===== src/rtl/rf_pkg.sv =====
// Shared types and constants for the register-file write-back path.
// RF_WB_RR_EN (optional define) selects round-robin arbitration in rf_wb_prio.
package rf_pkg;

   localparam int XLEN     = 32;
   localparam int ADDR_W   = 5;
   localparam int NUM_REGS = 32;

   // Bit positions inside the one-hot grant vector
   localparam int GNT_ALU = 0;
   localparam int GNT_MEM = 1;

   typedef enum logic [0:0] {
      CLEAR = 1'b0,
      RUN   = 1'b1
   } rf_state_e;

   typedef struct packed {
      logic              valid;
      logic [ADDR_W-1:0] rd;
      logic [XLEN-1:0]   data;
   } wb_req_t;

endpackage


===== src/rtl/rf_wb_prio.sv =====
// Grant logic for the ALU/load write-back requesters, with its arbitration state.
// Default: fixed mem priority with starvation override; RF_WB_RR_EN: 1-bit round robin.
module rf_wb_prio
   import rf_pkg::*;
#(
   parameter int STARVE_LIMIT = 4
) (
   input  logic       clk,
   input  logic       reset,
   input  logic       en,
   input  logic       alu_valid,
   input  logic       mem_valid,
   output logic [1:0] grant
);

   logic conflict;
   assign conflict = en && alu_valid && mem_valid;

`ifdef RF_WB_RR_EN

   // Set when the ALU took the last conflicting grant; reset value favours mem.
   logic alu_last_reg;

   always_comb begin
      grant = '0;
      if (conflict) begin
         if (alu_last_reg) grant[GNT_MEM] = 1'b1;
         else              grant[GNT_ALU] = 1'b1;
      end else if (en && alu_valid) begin
         grant[GNT_ALU] = 1'b1;
      end else if (en && mem_valid) begin
         grant[GNT_MEM] = 1'b1;
      end
   end

   always_ff @(posedge clk or posedge reset) begin
      if (reset) begin
         alu_last_reg <= 1'b1;
      end else if (conflict) begin
         alu_last_reg <= grant[GNT_ALU];
      end
   end

`else

   localparam int CNT_W = $clog2(STARVE_LIMIT + 1);
   localparam logic [CNT_W-1:0] LIMIT = CNT_W'(STARVE_LIMIT);

   logic [CNT_W-1:0] starve_reg;
   logic [CNT_W-1:0] starve_next;

   always_comb begin
      grant = '0;
      if (conflict) begin
         if (starve_reg >= LIMIT) grant[GNT_ALU] = 1'b1;
         else                     grant[GNT_MEM] = 1'b1;
      end else if (en && alu_valid) begin
         grant[GNT_ALU] = 1'b1;
      end else if (en && mem_valid) begin
         grant[GNT_MEM] = 1'b1;
      end
   end

   // Counts consecutive denied ALU cycles; saturates at the limit.
   always_comb begin
      starve_next = starve_reg;
      if (!en || !alu_valid || grant[GNT_ALU]) begin
         starve_next = '0;
      end else if (starve_reg < LIMIT) begin
         starve_next = starve_reg + 1'b1;
      end
   end

   always_ff @(posedge clk or posedge reset) begin
      if (reset) starve_reg <= '0;
      else       starve_reg <= starve_next;
   end

`endif

endmodule


===== src/rtl/rf_wb_arbiter.sv =====
// Write-back controller for the register file write port: post-reset clear of all
// registers, then ALU/load arbitration. RF_WB_RR_EN selects round-robin arbitration.
module rf_wb_arbiter
   import rf_pkg::*;
#(
   parameter int XLEN         = rf_pkg::XLEN,
   parameter int ADDR_W       = rf_pkg::ADDR_W,
   parameter int STARVE_LIMIT = 4
) (
   input  logic              clk,
   input  logic              reset,
   input  logic              alu_valid,
   output logic              alu_ready,
   input  logic [ADDR_W-1:0] alu_rd,
   input  logic [XLEN-1:0]   alu_data,
   input  logic              mem_valid,
   output logic              mem_ready,
   input  logic [ADDR_W-1:0] mem_rd,
   input  logic [XLEN-1:0]   mem_data,
   output logic              rf_we,
   output logic [ADDR_W-1:0] rf_waddr,
   output logic [XLEN-1:0]   rf_wdata,
   output logic              init_done
);

   localparam logic [ADDR_W-1:0] LAST_IDX = ADDR_W'(NUM_REGS - 1);

   rf_state_e         state_reg;
   logic [ADDR_W-1:0] clr_idx_reg;
   logic              run_active;
   logic [1:0]        grant;
   wb_req_t           alu_req;
   wb_req_t           mem_req;
   wb_req_t           win;

   // Grants open only once init_done is up, so the last clear write is never overlapped.
   assign run_active = (state_reg == RUN) && init_done;

   rf_wb_prio #(
      .STARVE_LIMIT (STARVE_LIMIT)
   ) u_prio (
      .clk       (clk),
      .reset     (reset),
      .en        (run_active),
      .alu_valid (alu_valid),
      .mem_valid (mem_valid),
      .grant     (grant)
   );

   assign alu_ready = grant[GNT_ALU];
   assign mem_ready = grant[GNT_MEM];

   always_comb begin
      alu_req = '{valid: alu_valid, rd: alu_rd, data: alu_data};
      mem_req = '{valid: mem_valid, rd: mem_rd, data: mem_data};
      win     = grant[GNT_MEM] ? mem_req : alu_req;
   end

   always_ff @(posedge clk or posedge reset) begin
      if (reset) begin
         state_reg   <= CLEAR;
         clr_idx_reg <= '0;
         rf_we       <= 1'b0;
         rf_waddr    <= '0;
         rf_wdata    <= '0;
         init_done   <= 1'b0;
      end else begin
         case (state_reg)
            CLEAR: begin
               rf_we    <= 1'b1;
               rf_waddr <= clr_idx_reg;
               rf_wdata <= '0;
               if (clr_idx_reg == LAST_IDX) state_reg <= RUN;
               else                         clr_idx_reg <= clr_idx_reg + 1'b1;
            end
            RUN: begin
               init_done <= 1'b1;
               // x0 grants are consumed but leave the port idle and address/data held
               if (win.valid && (|grant) && (win.rd != '0)) begin
                  rf_we    <= 1'b1;
                  rf_waddr <= win.rd;
                  rf_wdata <= win.data;
               end else begin
                  rf_we    <= 1'b0;
               end
            end
            default: state_reg <= CLEAR;
         endcase
      end
   end

endmodule


===== config.mk =====
export PLATFORM = sky130hd
export DESIGN_NAME = rf_wb_arbiter
export DESIGN_NICKNAME = d
export VERILOG_FILES = /design/src/rtl/rf_pkg.sv /design/src/rtl/rf_wb_prio.sv /design/src/rtl/rf_wb_arbiter.sv
export SDC_FILE = /design/constraint.sdc
export NUM_CORES = 1
export LEC_CHECK = 0
export ABC_AREA = 1
export BUFFER_PORTS_ARGS = -buffer_cell sky130_fd_sc_hd__buf_2
export CAP_MARGIN = 20
export CORE_MARGIN = 1
export CORE_UTILIZATION = 51
export DETAILED_ROUTE_END_ITERATION = 12
export PLACE_DENSITY = 0.85
export SKIP_CTS_REPAIR_TIMING = 1
export SKIP_LAST_GASP = 1
export SLEW_MARGIN = 0
export SYNTH_ARGS = -nofsm -noshare
export SYNTH_HDL_FRONTEND = slang
export SYNTH_SLANG_ARGS = --single-unit
export TNS_END_PERCENT = 1

===== constraint.sdc =====
create_clock -name clk -period 4.9 [get_ports clk]
set_input_delay 0.49 -clock clk [delete_from_list [all_inputs] [get_ports clk]]
set_output_delay 0.49 -clock clk [all_outputs]
set_load 0.05 [all_outputs]

# After elaboration in Yosys (flattened, before gate mapping)

Index checks and enable logic that the tools add are counted.

Add/subtract/negate cells: 2
Order comparisons: 2
Equality and inequality tests: 2
Multiplexer cells: 17
Bitwise operators: 2
Reductions and logical operators: 14

Operator list:

| cell                | number |
|---|---|
| $pmux 32 s2         | 1 |
| $mux 38             | 1 |
| $mux 32             | 1 |
| $pmux 5 s2          | 1 |
| $mux 1              | 8 |
| $logic_and 1x1->1   | 6 |
| $mux 3              | 2 |
| $add 5x1->5 const B | 1 |
| $eq 5x5->1 const B  | 1 |
| $mux 5              | 1 |
| $reduce_bool 5->1   | 1 |
| $add 3x1->3 const B | 1 |
| $ge 3x3->1 const B  | 1 |
| $lt 3x3->1 const B  | 1 |
| $logic_not 1->1     | 2 |
| $logic_or 1x1->1    | 2 |
| $mux 2              | 1 |
| $ne 2x1->1 const B  | 1 |
| $not 1->1           | 2 |
| $pmux 1 s2          | 1 |
| $reduce_and 2->1    | 1 |
| $reduce_bool 2->1   | 1 |
| $reduce_or 2->1     | 1 |

Bits in registers: 48
Bits of input ports: 78

# Logic depth before layout (Yosys ltp)

Word-level depth: 10
Gate-level depth with buffers: 12

# Modules after synthesis

Synthesis repeated with hierarchy kept, for this count alone.

Cells, all modules: 352
Area, all modules: 2728.9 um^2

By module, submodules not included:

| module        | times used | cells each | area an instance (um^2) |
|---|---|---|---|
| rf_wb_arbiter | 1          | 336        | 2587.5 |
| rf_wb_prio    | 1          | 16         | 141.4 |

# Worst setup path after synthesis

No wires, ideal clock.

Kind: register to output
Start point: register init_done
End point: output port mem_ready
Data arrival time: 1686 ps
Data required time: 4410 ps
Setup slack: 2724 ps
Stages on the path, launching flop included: 5
Cells stage by stage: dfrtp_1 -> nand3_2 -> nor2_4 -> buf_6 -> clkbuf_1

Word-level cells in the longest chain between the ends: 5
Elaborated cells on any way between the ends: 7
Those cells by class: mux: 3; reduce/logical: 4

Ends and longest elaborated chain:

| element                  | line                | text |
|---|---|---|
| start: declaration       | rf_wb_arbiter.sv:23 | `output logic init_done` |
| start signal: assignment | rf_wb_arbiter.sv:66 | `init_done <= 1'b0;` |
| start signal: assignment | rf_wb_arbiter.sv:77 | `init_done <= 1'b1;` |
| $logic_and 1x1->1 *      | rf_wb_arbiter.sv:37 | `assign run_active = (state_reg == RUN) && init_done;` |
| $logic_and 1x1->1        | rf_wb_prio.sv:59    | `end else if (en && mem_valid) begin` |
| $mux 1                   | rf_wb_prio.sv:59    |  |
| $mux 1                   | rf_wb_prio.sv:57    | `end else if (en && alu_valid) begin` |
| $mux 2 *                 | rf_wb_prio.sv:54    | `if (conflict) begin` |
| end: declaration         | rf_wb_arbiter.sv:17 | `output logic mem_ready,` |

Every way passes the cells marked *; elsewhere a longest branch is shown, timed or not.

# Final worst setup path

Start point: register state_reg
End point: register rf_waddr[4]

Word-level cells in the longest chain between the ends: 9
Elaborated cells on any way between the ends: 17
Those cells by class: eq/ne: 1; mux: 7; bitwise: 1; reduce/logical: 8

Ends and longest elaborated chain:

| element                                                       | line                                     | text |
|---|---|---|
| start: declaration                                            | rf_wb_arbiter.sv:28                      | `rf_state_e state_reg;` |
| start signal: assignment                                      | rf_wb_arbiter.sv:61                      | `state_reg <= CLEAR;` |
| start signal: assignment                                      | rf_wb_arbiter.sv:73                      | `if (clr_idx_reg == LAST_IDX) state_reg <= RUN;` |
| start signal: assignment                                      | rf_wb_arbiter.sv:87                      | `default: state_reg <= CLEAR;` |
| $logic_and 1x1->1                                             | rf_wb_arbiter.sv:37                      |  |
| $logic_and 1x1->1                                             | rf_wb_prio.sv:59                         |  |
| $mux 1                                                        | rf_wb_prio.sv:59                         |  |
| $mux 1                                                        | rf_wb_prio.sv:57                         |  |
| $mux 2                                                        | rf_wb_prio.sv:54                         |  |
| $mux 38 / $reduce_or 2->1 (equally long branches)             | rf_wb_arbiter.sv:56, rf_wb_arbiter.sv:79 |  |
| $reduce_bool 5->1 / $logic_and 1x1->1 (equally long branches) | rf_wb_arbiter.sv:79                      | `if (win.valid && (\|grant) && (win.rd != '0)) begin` |
| $logic_and 1x1->1                                             | rf_wb_arbiter.sv:79                      |  |
| $ne 2x1->1 (no source line)                                   | --                                       |  |
| end signal: assignment                                        | rf_wb_arbiter.sv:71                      | `rf_waddr <= clr_idx_reg;` |
| end signal: assignment                                        | rf_wb_arbiter.sv:81                      | `rf_waddr <= win.rd;` |
| end: declaration                                              | rf_wb_arbiter.sv:21                      | `output logic [ADDR_W-1:0] rf_waddr,` |

Parallel ways exist; a longest one is shown, timed or not. The select of a mux whose other input is x is not followed.
A chain may end at the register's enable or synchronous reset.

==> results.sh <==
export IMPL_core_um2=5070
export IMPL_status="completed"
export IMPL_met3_usage_pct=5.28
export IMPL_placedCellCount=527
export IMPL_timing_final_crit_period_ns=3.56
export IMPL_synth_top_area_share_pct=44.7
export IMPL_grt_usage_pct=23.6
export IMPL_async_flop_share_pct=100
export IMPL_synthTopCellsByCount="nand2_1 (166), nand3_1 (57), dfrtp_1 (48)"
export IMPL_gr_usage_met2_pct=40.6
export IMPL_wirelength_mm=6.52
export IMPL_yosysMostFrequentCell="nand2_1"
export IMPL_crit_buf_inv=0
export IMPL_h_tree_depth=2
export IMPL_globalRouteMet1Util_pct=29.5
export IMPL_critPathKind="flop to flop"
export IMPL_hpwl_mm=4.53
export IMPL_num_io_pins=119
export IMPL_synth_edf_count=0
export IMPL_portBuffers=118
export IMPL_largest_reg_flops=32
export IMPL_post_synth_num_cell_types=26
export IMPL_swShare_pct=36.4
export IMPL_drv_cap=0
export IMPL_worst_slack_ns=1.34
export IMPL_first_pass_iters=4
export IMPL_ys_dominant_reg_cell="dfrtp_1"
export IMPL_dieArea_um2=5560
export IMPL_cpMostUsedCell="nand2_1"
export IMPL_antenna_found_initial=0
export IMPL_grt_overflow=0
export IMPL_cellPowerDensity_nw_per_um2=299
export IMPL_grt_pass1_vias=2284
export IMPL_p_int_mw=0.640
export IMPL_relSlewSlack_pct=29.8
export IMPL_worstMarginPinSlew_ns=1.05
export IMPL_syn_nets=443
export IMPL_post_dp_cell_area_um2=3250
export IMPL_wl_per_cell_um=12.2
export IMPL_numClockSinks=48
export IMPL_place_ws_ns=1.33
export IMPL_syn_area_per_cell_um2=7.44
export IMPL_die_y_um=74.6
export IMPL_drt_antenna_violating_nets=0
export IMPL_rr_worst_depth=9
export IMPL_power_switching_mw=0.366
export IMPL_synth_warning_count=0
export IMPL_crit_end="rf_waddr[4]"
export IMPL_clk_latency_ns=0.30
export IMPL_yosys_area_top_type="dfrtp_1"
export IMPL_crit_cells=9
export IMPL_cts_buffers=5
export IMPL_drc_errors=0
export IMPL_synth_seq_cells=48
export IMPL_critPathMaxStageDelay_ns=0.98
export IMPL_power_leakage_nw=1.96
export IMPL_setup_viol=0
export IMPL_period_share_pct=72.7
export IMPL_finalHoldViolations=0
export IMPL_critPathCaptureType="flop"
export IMPL_arrival_ns=3.75
export IMPL_totalNegativeSetupSlack_ns=0
export IMPL_startpoint_type="flop"
export IMPL_grt_pass1_wl_mm=9.89
export IMPL_hp_class="input port to asynchronous set/reset pin"
export IMPL_r2r_setup_slack_ns=1.34
export IMPL_start_util_pct=53.0
export IMPL_synth_area_um2=2690
export IMPL_insertedDiodeCount=0
export IMPL_timing_fmax_mhz=281
export IMPL_grt_max_degree=49
export IMPL_area_delta_synth_final_pct=25.3
export IMPL_crit_start="state_reg"
export IMPL_rr_endpoint="rf_waddr[4]"
export IMPL_nets=547
export IMPL_drt_iter0_drc=172
export IMPL_final_setup_skew_ns=0.00539
export IMPL_seqPwrFrac_pct=45.0
export IMPL_worstPathMaxFanout=46
export IMPL_rsz0062_at_grt="no"
export IMPL_drive_above_1_share_pct=32.7
export IMPL_power_frac_clock_pct=24.8
export IMPL_cts_reportedPaths_clkPinSlew_ns=0.08
export IMPL_gp_congestion=0.837
export IMPL_yosysSeqAreaShare_pct=44.7
export IMPL_ir_drop_uv=147
export IMPL_final_cells=535
export IMPL_final_area_um2=3370
export IMPL_slowest_stage="dfrtp_2"
export IMPL_path_cells="nand3_2 -> nor2_4 -> nand2_1 -> o21ai_2 -> nand2_1 -> o21bai_4 -> nand2_2 -> nand2_1 -> nand2_1"
export IMPL_root_buffer="clkbuf_8"
export IMPL_top_usage_layer="met2"
export IMPL_combPwrFrac_pct=30.2
export IMPL_crit_required_ns=5.09
export IMPL_fin_util_pct=66.3
export IMPL_vias=2670
export IMPL_die_w_um=74.6
export IMPL_clockBufferDepth=2
export IMPL_yosys_top_cells_area="dfrtp_1 (45%), nand2_1 (23%), nand3_1 (11%)"
export IMPL_cts_tree="yes"
export IMPL_slew_violations=0
export IMPL_cp_top_family="simple AND/OR/NAND/NOR gates"
export IMPL_vias_per_cell=4.99
export IMPL_syn_inst=361
export IMPL_r2r_start="state_reg"
export IMPL_rows=26
[cells by family (layout without fill, tap and decap cells)]
kind of cell,Yosys count,in the layout,synth area share [%]
buffers and inverters,44,148,7.68
flip-flops,48,48,44.7
AND/OR/NAND/NOR,253,253,42.6
AO/OA/AOI/OAI,9,9,2.19
adder cells (fa/ha/maj),4,4,1.86
XOR/XNOR,3,3,0.978
[per-stage QoR]
stage          hold slack, ns  total power, mW
2_1_floorplan           0.431            0.676
6_report               0.0488             1.01
5_1_grt                0.0405             1.06
3_3_place_gp            0.442            0.756
3_5_place_dp            0.460            0.763
4_1_cts                 0.441             1.01
[power by group through the flow]
| stage | clock (mW) | sequential [mW] | combinational [mW] |
|---|---|---|---|
| after floorplan | 0 | 0.579 | 0.0968 |
| after global placement | 0 | 0.459 | 0.297 |
| after detailed placement | 0 | 0.460 | 0.303 |
| after CTS | 0.255 | 0.453 | 0.304 |
| after global routing | 0.272 | 0.457 | 0.328 |
| final | 0.249 | 0.453 | 0.304 |
[final cells by class]
cell class,count,area (um^2)
sequential,48,1200
timing repair buffer,119,611
clock buffer,7,96.3
multi-input combinational,269,1290
fill,423,1710
inverter,22,82.6
tap,70,87.6
[how the worst min path moves through the flow]
stage	start	endpoint
after floorplan	u_prio.starve_reg[0]	u_prio.starve_reg[0]
after global placement	u_prio.starve_reg[0]	u_prio.starve_reg[0]
after detailed placement	u_prio.starve_reg[0]	u_prio.starve_reg[0]
after CTS	reset	rf_wdata[30]
after global routing	reset	rf_wdata[19]
final	reset	rf_wdata[21]
[per-layer routing]
layer / vias up / share of wire [%]
met1: 1226 / 43
met5: - / 0
met2: 92 / 50
met3: 10 / 5.1
li1: 1342 / -
met4: 0 / 1.6
[layout by cell type, fill, tap and decap left out, drive strengths merged]
| cell | n |
|---|---|
| clkbuf | 7 |
| o21ai | 7 |
| buf | 119 |
| nand2 | 168 |
| xnor2 | 1 |
| nand3b | 1 |
| clkinv | 1 |
| ha | 4 |
| or2 | 1 |
| nand4 | 1 |
| nor2 | 9 |
| nand3 | 73 |
| o21bai | 1 |
| xor2 | 2 |
| a21oi | 1 |
| inv | 21 |
| dfrtp | 48 |
(Power assumes the default switching activity.)
